## config.mk

```make
export PLATFORM = sky130hd
export DESIGN_NAME = pipe_buf_ab
export DESIGN_NICKNAME = d
export VERILOG_FILES = /design/src/rtl/pipe_buf_ab.sv
export SDC_FILE = /design/constraint.sdc
export NUM_CORES = 1
export LEC_CHECK = 0
export ABC_AREA = 1
export ABC_CLOCK_PERIOD_IN_PS = 1500
export BUFFER_PORTS_ARGS = -buffer_cell sky130_fd_sc_hd__buf_4
export CAP_MARGIN = 30
export CORE_UTILIZATION = 35
export DETAILED_ROUTE_END_ITERATION = 8
export GPL_ROUTABILITY_DRIVEN = 0
export GPL_TIMING_DRIVEN = 0
export PLACE_DENSITY = 0.64
export RECOVER_POWER = 100
export SETUP_SLACK_MARGIN = 0.02
export SYNTH_ARGS = -nofsm -noshare
export SYNTH_HDL_FRONTEND = slang
export SYNTH_SLANG_ARGS = --single-unit
```

## constraint.sdc

```tcl
create_clock -name clk -period 1.5 [get_ports clk]
set_input_delay 0.075 -clock clk [delete_from_list [all_inputs] [get_ports clk]]
set_output_delay 0.075 -clock clk [all_outputs]
set_load 0.02 [all_outputs]
```

## src/rtl/pipe_buf_ab.sv

```systemverilog
// Bubble-collapsing pipeline buffer carrying an A/B operand pair through DEPTH register stages.
// Optional occupancy counter enabled by defining PIPE_BUF_AB_OCCUPANCY_EN; otherwise occupancy is tied to 0.
module pipe_buf_ab #(
  parameter int WIDTH = 9,
  parameter int DEPTH = 2
) (
  input  logic                       clk,
  input  logic                       rst,
  input  logic                       flush,
  input  logic                       in_valid,
  output logic                       in_ready,
  input  logic [WIDTH-1:0]           in_a,
  input  logic [WIDTH-1:0]           in_b,
  output logic                       out_valid,
  input  logic                       out_ready,
  output logic [WIDTH-1:0]           out_a,
  output logic [WIDTH-1:0]           out_b,
  output logic [$clog2(DEPTH+1)-1:0] occupancy
);

  localparam int OW = $clog2(DEPTH+1);

  // Handshake: a pair moves on an edge where valid && ready are both high on that side;
  // in_ready never looks at in_valid, and out_a/out_b hold while out_valid && !out_ready.

  logic [WIDTH-1:0] a_q [DEPTH];
  logic [WIDTH-1:0] b_q [DEPTH];
  logic [DEPTH-1:0] v_q;
  logic [DEPTH-1:0] load;
  logic             chain;

  // A stage may load if it, or any stage downstream of it, has room to move.
  always_comb begin
    chain = out_ready;
    load  = '0;
    for (int k = DEPTH - 1; k >= 0; k--) begin
      chain   = chain || !v_q[k];
      load[k] = chain;
    end
  end

  assign in_ready  = load[0];
  assign out_valid = v_q[DEPTH-1];
  assign out_a     = a_q[DEPTH-1];
  assign out_b     = b_q[DEPTH-1];

  always_ff @(posedge clk) begin
    if (rst) begin
      v_q <= '0;
      for (int k = 0; k < DEPTH; k++) begin
        a_q[k] <= '0;
        b_q[k] <= '0;
      end
    end else begin
      if (load[0]) begin
        a_q[0] <= in_a;
        b_q[0] <= in_b;
        v_q[0] <= in_valid;
      end
      for (int k = 1; k < DEPTH; k++) begin
        if (load[k]) begin
          a_q[k] <= a_q[k-1];
          b_q[k] <= b_q[k-1];
          v_q[k] <= v_q[k-1];
        end
      end
      // Flush drops every entry but leaves the data registers as they are.
      if (flush) v_q <= '0;
    end
  end

`ifdef PIPE_BUF_AB_OCCUPANCY_EN
  logic [OW-1:0] occ_q;
  logic          do_in;
  logic          do_out;

  assign do_in  = in_valid && in_ready;
  assign do_out = out_valid && out_ready;

  always_ff @(posedge clk) begin
    if (rst || flush) begin
      occ_q <= '0;
    end else if (do_in && !do_out) begin
      occ_q <= occ_q + OW'(1);
    end else if (do_out && !do_in) begin
      occ_q <= occ_q - OW'(1);
    end
  end

  assign occupancy = occ_q;
`else
  assign occupancy = '0;
`endif

endmodule

```

# After elaboration in Yosys (flattened, before gate mapping)
# Memories as Yosys holds them, arrays and structs flattened.
# Index checks and enable logic that the tools add are counted.
dict set report word_totals {
  register_bits 2
  mem_bits_rw 36
  input_bits 23
  out_inout_bits 22
  elab_cells 25
  n_memories 2
}
# memory depth word_bits read_ports rd_clocked_by_memory_dff write_ports line
set memory_table {}
lappend memory_table {a_q 2 9 2 0 2 26} ;# logic [WIDTH-1:0] a_q [DEPTH];
lappend memory_table {b_q 2 9 2 0 2 27} ;# logic [WIDTH-1:0] b_q [DEPTH];
dict set report classes {
  n_mux 12
  n_bitwise 4
  n_reduce_logical 5
}
# cell count
set op_table {}
lappend op_table {{9-bit 2-to-1 mux} 4}
lappend op_table {{1-bit 2-to-1 mux} 8}
lappend op_table {{1-bit bitwise OR} 4}
lappend op_table {{1-bit zero test} 2}
lappend op_table {{1-bit logical OR} 2}
lappend op_table {{2-bit OR reduction} 1}

# Depth between registers and ports, before layout
dict set report logic_depth {
  ltp_word 7
  depth_mapped 5
  ltp_nobuf 4
}

# Least setup slack after synthesis
# Ideal clock, no wire load.
dict set report synth_path {
  path_type {flip-flop to flip-flop}
  startpoint {register v_q[1]}
  endpoint {memory a_q[0][0] (enable)}
  setup_time_ns 0.378
  t_arrival_ns 1.252
  required_ns 1.122
  setup_slack_ns -0.130
  stages_incl_launch_ff 5
  n_path_buf 1
  path_cell_list {dfxtp_1 > nand3_4 > nand2_8 > buf_12 > nand2_1}
}
# element line
set synth_lines {}
lappend synth_lines {{from (decl)} 28} ;# logic [DEPTH-1:0] v_q;
lappend synth_lines {{from (signal, indexed assignment)} 64} ;# v_q[k] <= v_q[k-1];
lappend synth_lines {{to (decl)} 26}

==> impl_metrics.py <==
metrics = {
    "status": {
        "status": "finished, final reports clean",
    },
    "power": {
        "vdd_ir_drop_max_uv": 405.9,
        "seq_power_share": 0.579,
        "power_switching_mw": 0.4937,
        "swShare": 0.2254,
        "comb_power_share": 0.123,
        "total_power_mw": 2.190,
        "p_per_area_nw_per_um2": 1058,
        "internal_power_mw": 1.696,
        "p_leak_nw": 0.9992,
        "p_clk_frac": 0.298,
    },
    "layout": {
        "layout_commonest_cell": "buf_4",
        "drive_gt1_frac": 0.2959,
        "area_growth_pct": 23.71,
        "antennaDiodeCount": 0,
        "layout.nets": 218,
        "filler_cell_count": 440,
        "final_cells": 248,
        "final_cell_mix": "buf_4 (42), inv_1 (38), nor2_1 (37), edfxtp_1 (36), clkbuf_1 (20)",
        "post-route-util": 0.4625,
    },
    "cts": {
        "clock-sinks": 38,
        "htree_levels": 2,
        "cts_tree": "yes",
        "cts_buffers": 5,
        "root_buffer": "clkbuf_8",
        "cts-resized-gates": 1,
        "holdBufCountCts": 0,
        "clkTransAtPathRegs_ps": 70,
        "clkLatencyLatePin_ps": 280,
        "cts_setup_buffers": 0,
        "clockBufferDepth": 2,
    },
    "route": {
        "via_per_inst": 3.875,
        "totalWireLength_um": 2343,
        "drtIter0Drc": 15,
        "drcViolationCount": 0,
        "top_layer_used": "met4",
        "antenna_left": 0,
        "dr.pass1.iters": 6,
        "num_vias": 961,
        "wl_met2_um": 1267,
        "post_drt_wl_per_cell_um": 9.448,
        "drt-met1-wl_um": 892,
        "dr_wl_met3_um": 122,
    },
    "floorplan": {
        "die_area_um2": 5060,
        "core_um2": 4474,
        "die_width_um": 71.14,
        "ioPinCount": 45,
        "die_h_um": 71.14,
        "start_util": 0.3739,
        "rows": 24,
    },
    "synthesis": {
        "synth.avg_cell_area_um2": 11.54,
        "syn_area_um2": 1673,
        "yosys_warnings": 0,
        "synth_seq_cells": 38,
        "yosysSeqAreaShare": 0.6702,
        "yosysUniqueCellTypes": 15,
        "syn_inst": 145,
    },
    "global_route": {
        "grt_pass1_vias": 862,
        "grt_max_degree": 19,
        "grt_pass1_wl_um": 3815,
        "antenna_found_initial": 0,
        "overflow": 0,
        "grt_util_all_layers": 0.1042,
    },
    "sta": {
        "fin_crit_ps": 1262,
        "finalCritPeriodShare": 0.8412,
        "final-max-slew-violation-count": 0,
        "whs_ps": 34.27,
        "rsz0062_at_grt": "false",
        "final-hold-violation-count": 0,
        "fin_setup_tns_ps": 0,
        "finalSetupViolations": 0,
        "max_freq_mhz": 792.5,
        "fin_worst_skew_ps": 5.039,
    },
    "run": {
        "maxCapViolCount": 0,
    },
    "critical_path": {
        "slowest_delay_ps": 360,
        "cpMaxStageDelayCell": "dfxtp_1",
        "crit_chain": "nand3_4 -> nand2_8 -> buf_12 -> nand2_4",
        "critPathArrivalTime_ps": 1230,
        "worstSetupStartpointType": "flip-flop",
        "cp.required_ps": 1470,
        "path_max_fanout": 18,
        "critPathKind": "flip-flop to flip-flop",
        "end_kind": "flip-flop",
    },
    "place": {
        "dp_cells": 240,
        "dp_hpwl_um": 1704,
        "io_buffers": 42,
    },
    "worst_hold_path": {
        "hold_path_class": "primary input to flip-flop",
    },
}
[registers in the layout, summed over array words and instances (netlist names)]
name / count
b_q: 18
a_q: 18
v_q: 2
[final timing paths]
check / from / end / slack [ps] / depth (start not counted)
setup / recovery: v_q[1]$_SDFFE_PP0P_ / b_q[0][6]$_SDFFCE_PN0P_ / 240 / 4
hold / removal: in_valid / v_q[0]$_SDFFE_PP0P_ / 30 / 3
setup reg to reg: v_q[1]$_SDFFE_PP0P_ / b_q[0][6]$_SDFFCE_PN0P_ / 240 / 4
hold reg to reg: v_q[0]$_SDFFE_PP0P_ / v_q[1]$_SDFFE_PP0P_ / 540 / 2
[power by group through the flow]
| stage | logic [mW] | registers, mW | clock network [mW] |
|---|---|---|---|
| 2_1_floorplan | 0.189 | 1.29 | 0 |
| 3_3_place_gp | 0.299 | 1.29 | 0 |
| 3_5_place_dp | 0.303 | 1.29 | 0 |
| 4_1_cts | 0.304 | 1.27 | 0.674 |
| 5_1_grt | 0.297 | 1.28 | 0.715 |
| 6_report | 0.270 | 1.27 | 0.652 |
[synthesized netlist by cell type (all sizes together)]
master | n | share of area
a21oi | 2 | 0.0060
buf | 23 | 0.12
conb | 1 | 0.0022
dfxtp | 2 | 0.024
edfxtp | 36 | 0.65
inv | 39 | 0.088
nand2 | 2 | 0.014
nand3 | 2 | 0.013
nor2 | 37 | 0.083
or2 | 1 | 0.0037
[per-layer routing]
| metal | up-vias | global-route usage |
|---|---|---|
| met5 | - | 0 |
| met4 | 0 | 0.06667 |
| met3 | 6 | 0.03989 |
| met2 | 22 | 0.1848 |
| met1 | 422 | 0.1012 |
| li1 | 511 | - |
[critical path: cells and delay by family (launching register included)]
family	cells	cell delay, ps
flip-flops	1	360
buffers and inverters	1	160
AND/OR/NAND/NOR	3	430
[cell type report]
type | instances | area (µm²) | share of cell area
multi-input cells | 46 | 221.5 | 0.1070
clock buffers | 6 | 72.57 | 0.03507
flip-flops and latches | 38 | 1121 | 0.5417
well taps | 52 | 65.06 | 0.03144
repair buffers | 42 | 244.0 | 0.1179
clock inverters | 2 | 8.758 | 0.004232
inverters | 39 | 146.4 | 0.07074
plain buffers | 23 | 190.2 | 0.09190
[stage by stage]
stage          worst slack [ps]  cell area [µm²]
3_5_place_dp             -116.5             2059
2_1_floorplan             59.18             1679
3_3_place_gp             -84.66             2059
4_1_cts                   51.80             2146
5_1_grt                   113.2             2069
6_report                  238.2             2069
[logic make-up (layout without fill, tap and decap cells)]
group,after synthesis,after routing,share of synthesized area
AOI/OAI and AO/OA,2,2,0.005984
DFF,38,38,0.6702
other,1,2,0.002242
and+or+nand+nor,42,42,0.1144
buffers and inverters,62,112,0.2072
(Power assumes the default switching activity.)
